### src/rtl/udp_seq_chk_pkg.sv
// udp_seq_chk_pkg
//   Shared definitions for the UDP read-stream sequence checker:
//   - checker state encoding (SYNC / FRAME / GAP)
//   - ready-generator LFSR seed, tap mask and next-state helper
//   - bit positions of the error events that are OR-ed into err_pulse
package udp_seq_chk_pkg;

    typedef enum logic [1:0] {
        SYNC  = 2'd0,
        FRAME = 2'd1,
        GAP   = 2'd2
    } chk_state_e;

    // Fibonacci LFSR, taps 16,14,13,11 -> bit indices 15,13,12,10.
    localparam logic [15:0] LFSR_SEED = 16'hACE1;
    localparam logic [15:0] LFSR_TAPS = 16'hB400;

    // Error-event vector layout.
    localparam int EV_SEQ    = 0;
    localparam int EV_LEN    = 1;
    localparam int EV_RESYNC = 2;
    localparam int EV_W      = 3;

    function automatic logic [15:0] lfsr_next(input logic [15:0] s);
        return {s[14:0], ^(s & LFSR_TAPS)};
    endfunction

endpackage

### src/rtl/udp_seq_chk_lfsr.sv
// udp_seq_chk_lfsr
//   Back-pressure generator for the sequence checker. A 16-bit Fibonacci
//   LFSR advances every cycle; ready is dropped whenever the two low bits
//   are both zero (roughly one cycle in four).
//   Ports:
//     clk       in   clock
//     rst       in   asynchronous active-high reset (LFSR reloads its seed)
//     rd_ready  out  ready towards the stream source, 0 during reset
module udp_seq_chk_lfsr
    import udp_seq_chk_pkg::*;
(
    input  logic clk,
    input  logic rst,
    output logic rd_ready
);

    logic [15:0] lfsr_q;
    logic [15:0] lfsr_d;
    logic        run_q;
    logic        run_d;

    always_comb begin
        lfsr_d = lfsr_next(lfsr_q);
        run_d  = 1'b1;
    end

    always_ff @(posedge clk or posedge rst) begin
        if (rst) begin
            lfsr_q <= LFSR_SEED;
            run_q  <= 1'b0;
        end else begin
            lfsr_q <= lfsr_d;
            run_q  <= run_d;
        end
    end

    // run_q keeps ready low while in reset even though the seed's low bits
    // are non-zero.
    assign rd_ready = run_q && (lfsr_q[1:0] != 2'b00);

endmodule

### config.mk
export PLATFORM = sky130hd
export DESIGN_NAME = udp_seq_chk_lfsr
export DESIGN_NICKNAME = d
export VERILOG_FILES = /design/src/rtl/udp_seq_chk_pkg.sv /design/src/rtl/udp_seq_chk_lfsr.sv
export SDC_FILE = /design/constraint.sdc
export NUM_CORES = 1
export LEC_CHECK = 0
export BUFFER_PORTS_ARGS = -buffer_cell sky130_fd_sc_hd__buf_2
export CAP_MARGIN = 20
export CORE_AREA = 8 8 45 47
export CTS_CLUSTER_DIAMETER = 100
export DETAILED_ROUTE_END_ITERATION = 8
export DIE_AREA = 0 0 53 55
export MAX_ROUTING_LAYER = met4
export SLEW_MARGIN = 10
export SYNTH_ARGS = -nofsm -noshare
export SYNTH_HDL_FRONTEND = slang
export SYNTH_SLANG_ARGS = --single-unit
### constraint.sdc
create_clock -name clk -period 1.1 [get_ports clk]
set_input_delay 0.11 -clock clk [delete_from_list [all_inputs] [get_ports clk]]
set_output_delay 0.11 -clock clk [all_outputs]
set_load 0.01 [all_outputs]
==> metrics <==
diode count 0; Worst-path clk slew 0.09 ns; first-pass GRT wire length about 950 um; Synth Flop Type dfrtp_1; total grt overflow 0; Multi-input gate area about 38 sq um; total CTS buffers 3; Cell variety after synth 7; Final Cycle Share 104%; PD cells 1730 nW/um^2; final core occ between 30% and 40%; PnR Total Power 942 uW; Syn Inst Count 23; R2R depth 2; Antenna Nets Post-Route 0; Slew HR 62.1%; DR vias/cell 3.89; PortBufs 2; drt total wl 533 um; share of cells above drive strength 1 46.7%; setup ws final -0.0403 ns; status finished with violations; crit path kind flop to output pin; # fillers 124; Hold Path Sink lfsr_q[3]; reg2reg setup slack roughly 0.15 ns; fraction of registers with async set/reset 100%; Nets 33; RSZ-0062 raised after global routing true; Chip Height 55 um; Critical Path AT just over 1 ns; mapped cell area 477 sq um; layout overhead on the synthesized area 14.2%; Residual DRC 0; flip-flop and latch area 435 sq um; initial antenna violation count 0; Die ar. 2920 sq um; Crit Reg-Reg Endpoint lfsr_q[0]; EDFF count, synth 0; core box area 1380 sq um; startpoint types flop; failing checks negative setup slack; Post CTS Setup Buffer Count 0; io pins 3; worst-skew pair later-pin latency between 0.2 and 0.3 ns; post-synth top area share 47.2%; maximum clock frequency 877 MHz; Final Critical Period 1.14 ns; dominant cells by area after synthesis dfrtp_1 47%, dfstp_2 44%, xnor2_1 3.7%, xor2_1 1.8%, o21a_1 1.6%; Max-cap violations 0; Synth top cells by count 9 x dfrtp_1, 8 x dfstp_2, 2 x xnor2_1; via count approximately 180; post-cts gate resize count 0; DR pass1 iterations 2; Yosys Warn Count 0; Post-DP HPWL about 370 um; Hold Crit Class flop to flop; Max FO, Critical Path 2; Peak VDD IR 924 uV; CTS tree built; total global-route track usage 4.99%; fin. max-slew vios 0; syn avg cell area 20.7 sq um; DR WL/cell 11.6 um; start point of the worst hold path lfsr_q[2]; area leader, netlist dfrtp_1; skew final about 0.0038 ns; largest net degree at the start of global routing 18; reg2reg start lfsr_q[10]; Worst Tran Pin Value 0.569 ns; CTS sink cnt 17; Longest Clk Path Bufs 2; number of synthesized register bits 17; Worst Setup End Kind output pin; Rows 14; hold slack between 0.3 and 0.4 ns; endpoints failing setup 1; most common cell in the netlist dfrtp_1; Post-Layout Inst Area 544 sq um; DP Area 507 sq um; CTS H-Tree Depth 1; Setup TNS -0.0403 ns; Hold Violations, Final 0; WHS Path Cells 0; sequential element share of the synthesized area between 90% and 100%; gpl congestion 0.600; Leakage around 0.26 nW; Worst EP required ~0.99 ns; initial core utilization between 30% and 40%; syn_nets 25; vias in the first global route 217; DIE WIDTH 53 um; DR iter-0 viols 3; clk root buf clkbuf_4
[state kept, by name, indices dropped and copies added, names as in the netlist]
register  cells
lfsr_q       16
run_q         1
[timing repair]
action | in CTS | in global routing
cloned | 0 | 0
endpoints found under the hold margin | 9 | 0
hold buffers | 1 | 0
endpoints found under the setup margin | 1 | 1
[routing by layer]
layer  track usage [%]  routed length [um]  vias to the layer above
met5                 -                   0                        -
met4              2.59                   0                        0
met3              3.21                  25                        0
met2              6.64                 238                        2
met1              5.61                 268                       95
li1                  -                   -                       82
[worst max-delay path: stages (launching register included)]
cell,delay (ns)
dfstp_2,0.54
o21a_1,0.10
buf_2,0.12
[per-stage QoR]
step,instances,worst slack (ns)
3_3_place_gp,41,0.176
5_1_grt,46,-0.0929
4_1_cts,46,-0.0573
2_1_floorplan,23,0.233
6_report,46,-0.0403
3_5_place_dp,41,0.172
[cells in the final DEF, fill, tap and decap left out]
master         instances
dlygate4sd3_1          1
inv_1                  1
xor2_1                 1
xnor2_1                2
buf_2                  2
clkinv_2               1
clkbuf_4               3
dfstp_2                8
dfrtp_1                9
conb_1                 1
o21a_1                 1
[report_power, final]
part / internal [mW] / switching, mW / total, mW
registers: 0.628 / 0.000813 / 0.629
logic: 0.00384 / 0.0115 / 0.0154
clock network: 0.134 / 0.164 / 0.298
[area by class of cell]
class,instances,share of cell area (%)
sequential,17,80.0
multi-input combinational,5,6.90
clock buffer,3,4.14
timing repair buffer,3,3.68
tap,16,3.68
clock inverter,1,0.920
inverter,1,0.690
[how the worst max path moves through the flow]
stage          startpoint   endpoint  slack (ns)  cells past startpoint
5_1_grt         lfsr_q[0]   rd_ready       -0.09                      2
2_1_floorplan  lfsr_q[10]  lfsr_q[0]        0.23                      2
3_5_place_dp   lfsr_q[10]  lfsr_q[0]        0.17                      2
6_report        lfsr_q[0]   rd_ready       -0.04                      2
3_3_place_gp   lfsr_q[10]  lfsr_q[0]        0.18                      2
4_1_cts         lfsr_q[0]   rd_ready       -0.06                      2
[cell families (layout without fill, tap and decap cells)]
group	Yosys count	after routing	synth area share, %
buffers and inverters	1	8	0.787
AO/OA/AOI/OAI	1	1	1.58
XOR/XNOR	3	3	5.51
flip-flops	17	17	91.3
other	1	1	0.787
Power figures use the tool's default switching activity.
